[config.mk]
export PLATFORM = sky130hd
export DESIGN_NAME = porta_logica_pipeline_flat
export DESIGN_NICKNAME = d
export VERILOG_FILES = /design/src/rtl/porta_logica_pipeline_if.sv /design/src/rtl/porta_logica_pipeline.sv /design/src/flat_wrapper.sv
export SDC_FILE = /design/constraint.sdc
export NUM_CORES = 1
export LEC_CHECK = 0
export BUFFER_PORTS_ARGS = -buffer_cell sky130_fd_sc_hd__buf_4
export CORE_MARGIN = 2
export CORE_UTILIZATION = 60
export CTS_CLUSTER_DIAMETER = 60
export DETAILED_ROUTE_END_ITERATION = 10
export GPL_ROUTABILITY_DRIVEN = 0
export PLACE_DENSITY = 0.85
export SYNTH_ARGS = -nofsm -noshare
export SYNTH_HDL_FRONTEND = slang
export SYNTH_SLANG_ARGS = --single-unit
[constraint.sdc]
create_clock -name Clock -period 3.5 [get_ports Clock]
set_input_delay 0.175 -clock Clock [delete_from_list [all_inputs] [get_ports Clock]]
set_output_delay 0.175 -clock Clock [all_outputs]
set_load 0.01 [all_outputs]
[src/rtl/porta_logica_pipeline_if.sv]
// Operand/result handshake bundle for the pipelined logic slice.
// master = producer/consumer side, slave = the pipeline itself.
interface porta_logica_pipeline_if #(
    parameter int unsigned LARGURA = 8
);
    logic [LARGURA-1:0] Entrada1;
    logic [LARGURA-1:0] Entrada2;
    logic [2:0]         Operacao;
    logic               ValidoEntrada;
    logic               ProntoEntrada;
    logic [LARGURA-1:0] Saida;
    logic               ValidoSaida;
    logic               ProntoSaida;
    logic               Zero;
    logic               TodosUm;

    modport master (
        output Entrada1, Entrada2, Operacao, ValidoEntrada, ProntoSaida,
        input  ProntoEntrada, Saida, ValidoSaida, Zero, TodosUm
    );

    modport slave (
        input  Entrada1, Entrada2, Operacao, ValidoEntrada, ProntoSaida,
        output ProntoEntrada, Saida, ValidoSaida, Zero, TodosUm
    );
endinterface

[src/rtl/porta_logica_pipeline.sv]
// Two-stage valid/ready logic slice: eight bitwise operations on LARGURA-bit operands,
// zero/all-ones flags and a count of consumed results.
module porta_logica_pipeline #(
    parameter int unsigned LARGURA      = 8,
    parameter int unsigned LARGURA_CONT = 16
) (
    input  logic                    Clock,
    input  logic                    Reset,
    porta_logica_pipeline_if.slave  porta,
    output logic [LARGURA_CONT-1:0] Contador,
    input  logic                    LimparContador
);

    // Encoding is {v1, v2}: stage-1 valid, stage-2 valid.
    typedef enum logic [1:0] {
        VAZIO        = 2'b00,
        MEIO_SAIDA   = 2'b01,
        MEIO_CAPTURA = 2'b10,
        CHEIO        = 2'b11
    } estado_t;

    estado_t estado, proximo;

    logic               v1, v2;
    logic               pronto_entrada;
    logic               aceita, avanca, consome;
    logic               v1_prox, v2_prox;
    logic [LARGURA-1:0] a1, b1;
    logic [2:0]         op1;
    logic [LARGURA-1:0] resultado;
    logic [LARGURA-1:0] saida_r;
    logic               zero_r, todos_r;

    assign v1 = (estado == MEIO_CAPTURA) || (estado == CHEIO);
    assign v2 = (estado == MEIO_SAIDA)   || (estado == CHEIO);

    // Ready depends only on state and the consumer's ready, never on ValidoEntrada.
    assign pronto_entrada = !v1 || !v2 || porta.ProntoSaida;

    always_ff @(posedge Clock or negedge Reset) begin
        if (!Reset) begin
            estado <= VAZIO;
        end else begin
            estado <= proximo;
        end
    end

    always_comb begin
        aceita  = 1'b0;
        avanca  = 1'b0;
        consome = 1'b0;
        v1_prox = v1;
        v2_prox = v2;
        proximo = estado;

        aceita  = porta.ValidoEntrada && pronto_entrada;
        avanca  = v1 && (!v2 || porta.ProntoSaida);
        consome = v2 && porta.ProntoSaida;
        v1_prox = aceita || (v1 && !avanca);
        v2_prox = avanca || (v2 && !consome);
        proximo = estado_t'({v1_prox, v2_prox});
    end

    always_ff @(posedge Clock or negedge Reset) begin
        if (!Reset) begin
            a1  <= '0;
            b1  <= '0;
            op1 <= '0;
        end else if (aceita) begin
            a1  <= porta.Entrada1;
            b1  <= porta.Entrada2;
            op1 <= porta.Operacao;
        end
    end

    always_comb begin
        resultado = '0;
        case (op1)
            3'b000:  resultado = a1 & b1;
            3'b001:  resultado = a1 | b1;
            3'b010:  resultado = a1 ^ b1;
            3'b011:  resultado = ~(a1 & b1);
            3'b100:  resultado = ~(a1 | b1);
            3'b101:  resultado = ~(a1 ^ b1);
            3'b110:  resultado = ~a1;
            default: resultado = a1;
        endcase
    end

    always_ff @(posedge Clock or negedge Reset) begin
        if (!Reset) begin
            saida_r <= '0;
            zero_r  <= 1'b0;
            todos_r <= 1'b0;
        end else if (avanca) begin
            saida_r <= resultado;
            zero_r  <= (resultado == '0);
            todos_r <= (resultado == '1);
        end
    end

    // A clear in the same cycle as a consume takes priority.
    always_ff @(posedge Clock or negedge Reset) begin
        if (!Reset) begin
            Contador <= '0;
        end else if (LimparContador) begin
            Contador <= '0;
        end else if (consome) begin
            Contador <= Contador + 1'b1;
        end
    end

    assign porta.ProntoEntrada = pronto_entrada;
    assign porta.ValidoSaida   = v2;
    assign porta.Saida         = saida_r;
    assign porta.Zero          = zero_r;
    assign porta.TodosUm       = todos_r;

endmodule

[src/flat_wrapper.sv]
// flat-port wrapper written by rule: the top's interface ports become plain ports
module porta_logica_pipeline_flat 
#(
    parameter int unsigned LARGURA      = 8,
    parameter int unsigned LARGURA_CONT = 16
)
  (Clock, Reset, Contador, LimparContador, porta_Entrada1, porta_Entrada2, porta_Operacao, porta_ValidoEntrada, porta_ProntoSaida, porta_ProntoEntrada, porta_Saida, porta_ValidoSaida, porta_Zero, porta_TodosUm);
  porta_logica_pipeline_if #(.LARGURA(LARGURA)) porta_i ();
  input  logic Clock;
  input  logic Reset;
  output logic [LARGURA_CONT-1:0] Contador;
  input  logic LimparContador;
  input wire logic [$bits(porta_i.Entrada1)-1:0] porta_Entrada1;
  input wire logic [$bits(porta_i.Entrada2)-1:0] porta_Entrada2;
  input wire logic [$bits(porta_i.Operacao)-1:0] porta_Operacao;
  input wire logic [$bits(porta_i.ValidoEntrada)-1:0] porta_ValidoEntrada;
  input wire logic [$bits(porta_i.ProntoSaida)-1:0] porta_ProntoSaida;
  output wire logic [$bits(porta_i.ProntoEntrada)-1:0] porta_ProntoEntrada;
  output wire logic [$bits(porta_i.Saida)-1:0] porta_Saida;
  output wire logic [$bits(porta_i.ValidoSaida)-1:0] porta_ValidoSaida;
  output wire logic [$bits(porta_i.Zero)-1:0] porta_Zero;
  output wire logic [$bits(porta_i.TodosUm)-1:0] porta_TodosUm;
  assign porta_i.Entrada1 = porta_Entrada1;
  assign porta_i.Entrada2 = porta_Entrada2;
  assign porta_i.Operacao = porta_Operacao;
  assign porta_i.ValidoEntrada = porta_ValidoEntrada;
  assign porta_i.ProntoSaida = porta_ProntoSaida;
  assign porta_ProntoEntrada = porta_i.ProntoEntrada;
  assign porta_Saida = porta_i.Saida;
  assign porta_ValidoSaida = porta_i.ValidoSaida;
  assign porta_Zero = porta_i.Zero;
  assign porta_TodosUm = porta_i.TodosUm;
  porta_logica_pipeline #(.LARGURA(LARGURA), .LARGURA_CONT(LARGURA_CONT)) u_core (.Clock(Clock), .Reset(Reset), .porta(porta_i), .Contador(Contador), .LimparContador(LimparContador));
endmodule
# Yosys cells after proc, flatten, opt, wreduce, memory -nomap -nowiden
# Cells that the tools add are included.
[op_classes]
n_reduce_logical = 19
n_addsub = 1
mux = 3
n_bitwise = 7
eq_ne = 10
[op_table]
columns = ["operator", "count"]
rows = [
  ["8-bit one-hot mux with 7 select lines", 1],
  ["16-bit 2-to-1 mux", 2],
  ["8-bit NOT", 4],
  ["16-bit by 1-bit adder with 16-bit output (second input constant)", 1],
  ["3-bit == test (second input constant)", 3],
  ["8-bit bitwise AND", 1],
  ["8-bit == test (second input constant)", 1],
  ["8-bit logical NOT", 1],
  ["8-bit OR", 1],
  ["8-bit XOR", 1],
  ["1-bit logical OR", 7],
  ["3-bit by 2-bit == test with 1-bit output (second input constant)", 2],
  ["1-bit logical AND", 5],
  ["2-bit == test (second input constant)", 2],
  ["1-bit logical NOT", 4],
  ["3-bit by 1-bit == test with 1-bit output (second input constant)", 1],
  ["3-bit logical NOT", 1],
  ["2-bit by 1-bit == test with 1-bit output (second input constant)", 1],
  ["2-bit nonzero test", 1],
]
[totals]
in_bits = 24
regBits = 47
wordCells = 48

# Longest topological paths before layout
[depth]
ltp_word = 8
mapped_depth = 9
depth_no_buf = 8

# Least setup slack after synthesis
# Ideal clock, no wire load.
[synth_path]
path_type = "reg-to-reg"
start = "reg u_core.a1[3]"
end = "reg u_core.todos_r (netlist: u_core.porta.TodosUm)"
slack_ps = 1556
period_less_slack_ps = 1944
n_path_buf = 0
t_required_ps = 3408
setup_time_ps = 92
path_stages_with_launch = 8
t_arrival_ps = 1852
path_cell_list = "dfrtp_1 > inv_1 > ha_1 > mux2_2 > a31oi_1 > nand3_1 > or4_1 > o31ai_2"
[synth_between]
elab_chain_cells = 4
[synth_rtl]
columns = ["item", "line", "rtl"]
rows = [
  ["start: declaration", "porta_logica_pipeline.sv:28", "logic [LARGURA-1:0] a1, b1;"],
  ["start signal: assignment", "porta_logica_pipeline.sv:70", "a1 <= porta.Entrada1;"],
  ["8-bit XOR (tied with other cells)", "porta_logica_pipeline.sv:81, porta_logica_pipeline.sv:84", ""],
  ["8-bit NOT (on tied branches)", "porta_logica_pipeline.sv:84, porta_logica_pipeline.sv:82, porta_logica_pipeline.sv:83", ""],
  ["8-bit one-hot mux with 7 select lines *", "porta_logica_pipeline.sv:78", "case (op1)"],
  ["8-bit == test *", "porta_logica_pipeline.sv:98", "todos_r <= (resultado == '1);"],
  ["end signal: assignment", "porta_logica_pipeline.sv:98", ""],
  ["end: declaration", "porta_logica_pipeline.sv:32", "logic zero_r, todos_r;"],
]
# Mark *: on every way between the ends. The rest lies on a longest branch, timed or not.
# A chain may end at the register's enable or synchronous reset.

# Worst setup path in the final report
[layout_path]
start = "reg u_core.op1[2]"
end = "reg u_core.todos_r (netlist: u_core.porta.TodosUm)"
[layout_between]
elab_chain_cells = 3
[layout_rtl]
columns = ["item", "line", "rtl"]
rows = [
  ["start: declaration", "porta_logica_pipeline.sv:29", "logic [2:0] op1;"],
  ["start signal: assignment", "porta_logica_pipeline.sv:72", "op1 <= porta.Operacao;"],
  ["3-bit == test (tied with other cells)", "porta_logica_pipeline.sv:78", ""],
  ["8-bit one-hot mux with 7 select lines *", "porta_logica_pipeline.sv:78", ""],
  ["8-bit == test *", "porta_logica_pipeline.sv:98", ""],
]
# Marked as above.

==> impl_metrics.toml <==
[floorplanning]
die-area_mm2 = 0.00533
boundaryPins = 52
design.core.area_mm2 = 0.00466
die_h_um = 73.0
chipWidth_um = 73.0
row_count = 25
initial_core_util_pct = 61.3

[critical_path]
path_class = "register to register"
rr_worst_depth = 5
r2r_slack_ps = 1070
r2r-start = "u_core.op1[2]$_DFFE_PN0P_"
r2r-end = "u_core.porta.TodosUm$_DFFE_PN0P_"
crit_required_ps = 3710
start_kind = "register"
critPathArrivalTime_ps = 2650
path_max_fanout = 32
cp-startpoint = "u_core.op1[2]$_DFFE_PN0P_"
end_kind = "register"
crit_end = "u_core.porta.TodosUm$_DFFE_PN0P_"

[route]
routed_wirelength_um = 5390
drtAntennaViolNets = 0
vias = 2212
drtIter0Drc = 146
firstDrtPassIters = 4
drt-vias-per-instance = 5.53
drcViolationCount = 0
post_drt_wl_per_cell_um = 13.5

[yosys]
synth_nets = 341
synth_warnings = 0
synth_edf_count = 0
synth_flop_cell = "dfrtp_1"
yosysSeqAreaShare_pct = 41.2
synthTopCellsByCount = "47 x dfrtp_1, 35 x nand2_1, 23 x o21ai_0"
yosysTopAreaCell = "dfrtp_1"
synth_seq_cells = 47
synth_top_area_share_pct = 41.2
synth_cell_types = 49
synth_area_leaders = "dfrtp_1 41%, mux2_2 8.7%, ha_1 7.4%"
syn_area_mm2 = 0.00286
synth_most_common_cell = "dfrtp_1"
async_flop_share_pct = 100
synthCells = 300
synth.avg_cell_area_um2 = 9.52

[power]
intPower_w = 0.00108
vdd_drop_max_v = 0.000253
p_clk_share_pct = 25.8
p_switching_w = 0.000499
pwr-share-seq_pct = 44.5
swShare_pct = 31.6
p_per_area_mw_per_mm2 = 472
combPwrFrac_pct = 29.7
cellLeakagePower_nw = 1.60

[final_layout]
insertedDiodeCount = 0
final_nets = 386
area_growth_pct = 17.2
fillers = 354
drive_gt1_share_pct = 25.7
seq_area_mm2 = 0.00118
multiInputGateArea_mm2 = 0.00150

[place]
pre_cts_ws_ps = 1100
portBuffers = 51
dp.final_hpwl_um = 3960

[sta]
rsz0062_at_grt = "false"
clock.fmax_mhz = 411
tns_ps = 0
fin_crit_ps = 2430
fin_crit_sh_pct = 69.5
skew_ps = 7.05
setup_slack_ps = 1070
finalHoldViolations = 0
slew_headroom_pct = 41.6
setup_viol = 0
worstMarginPinSlew_ps = 876
drv_slew = 0

[global_routing]
grt_util_all_layers_pct = 21.5
grt_pass1_wl_um = 9110
grt_overflow_total = 0
grt_max_degree = 48
antenna_found_initial = 0
grt_pass1_vias = 2049

[clock_tree]
clock_latency_ps = 300
post_cts_buffers = 0
cts-root-buf = "clkbuf_8"
htreeDepth = 2
cts-root-to-sink-buffers = 2
cts_inserted_buffers = 5
path_clk_slew_ps = 90
numClockSinks = 47
cts_tree = "done"

[worst_hold_path]
min_path_type = "input pin to register"

[flow_run]
max_cap_violations = 0

[outcome]
status = "completed"
power by group through the flow:
| stage | sequential (W) | clock [W] | combinational, W |
|---|---|---|---|
| after detailed placement | 0.000714 | 0 | 0.000466 |
| after global routing | 0.000716 | 0.000431 | 0.000529 |
| after CTS | 0.000703 | 0.000418 | 0.000471 |
| after floorplan | 0.000684 | 0 | 0.000347 |
| after global placement | 0.000708 | 0 | 0.000453 |
| final | 0.000702 | 0.000408 | 0.000468 |
cell type report:
type / count / share of cell area (%)
multi-input cells: 215 / 44.8
inverters: 23 / 2.58
repair buffers: 53 / 12.0
clock inverters: 2 / 1.05
clock buffers: 6 / 2.47
flip-flops and latches: 47 / 35.2
well taps: 54 / 2.02
registers in the layout, summed over array words and instances, names as in the netlist:
name / flops
u_core.Contador: 16
u_core.a1: 8
u_core.porta.Zero: 1
u_core.b1: 8
u_core.porta.Saida: 8
u_core.estado: 2
u_core.op1: 3
u_core.porta.TodosUm: 1
stage by stage:
step	utilization, %	total power [W]	hold slack (ps)	std cells	instance area [µm²]
CTS	71.8	0.00159	64.1	400	3350
floorplan	-	0.00103	-121	300	2860
detailed placement	69.0	0.00118	218	391	3220
global placement	69.0	0.00116	213	391	3220
global route	71.8	0.00168	74.6	400	3350
finish	71.8	0.00158	67.2	400	3350
worst min-delay path by stage:
stage / slack, ps / cells past startpoint / end / from
3_5_place_dp: 220 / 1 / u_core.b1[6]$_DFFE_PN0P_ / Reset
4_1_cts: 60 / 2 / u_core.estado[1]$_DFF_PN0_ / porta_ValidoEntrada
5_1_grt: 70 / 2 / u_core.estado[1]$_DFF_PN0_ / porta_ValidoEntrada
6_report: 70 / 2 / u_core.estado[1]$_DFF_PN0_ / porta_ValidoEntrada
3_3_place_gp: 210 / 1 / u_core.b1[6]$_DFFE_PN0P_ / Reset
2_1_floorplan: -120 / 0 / u_core.Contador[0]$_DFFE_PN0P_ / Reset
repair_timing:
action,CTS,global route
gates resized for setup,0,0
endpoints found under the hold margin,47,0
hold buffers,1,0
kinds of logic (layout without fill, tap and decap cells):
group / after synthesis / after routing / synth area share (%)
AND/OR/NAND/NOR: 95 / 95 / 16.3
adder cells (fa/ha/maj): 17 / 17 / 7.45
buffers and inverters: 38 / 84 / 6.35
flip-flops: 47 / 47 / 41.2
multiplexers: 25 / 25 / 9.73
XOR/XNOR: 16 / 16 / 4.91
AO/OA/AOI/OAI: 62 / 62 / 14.1
metal layers:
| metal | up-vias | wire (µm) | GRT usage [%] |
|---|---|---|---|
| met5 | - | 0 | 0 |
| met4 | 0 | 46 | 4.94 |
| met3 | 6 | 254 | 4.83 |
| met2 | 50 | 2590 | 35.9 |
| met1 | 1032 | 2500 | 28.5 |
| li1 | 1124 | - | - |
critical path, stage by stage (launching register included):
cell and delay (ps):
dfrtp_1 920, mux2_2 420, a31oi_1 170, nand3_1 130, or4_1 540, o31ai_2 180
cell usage in the layout (no fill, tap or decap), types with 5 or more instances in the layout:
cell type	n
xor2_1	10
buf_4	52
xnor2_1	6
nand2b_1	5
mux2_2	22
ha_1	17
inv_1	22
nor2_1	19
and3_1	5
dfrtp_1	47
a21oi_1	12
nand3_1	7
clkbuf_8	6
o21ai_0	23
nand2_1	35
Note: power is estimated with default switching activity, not from simulation.
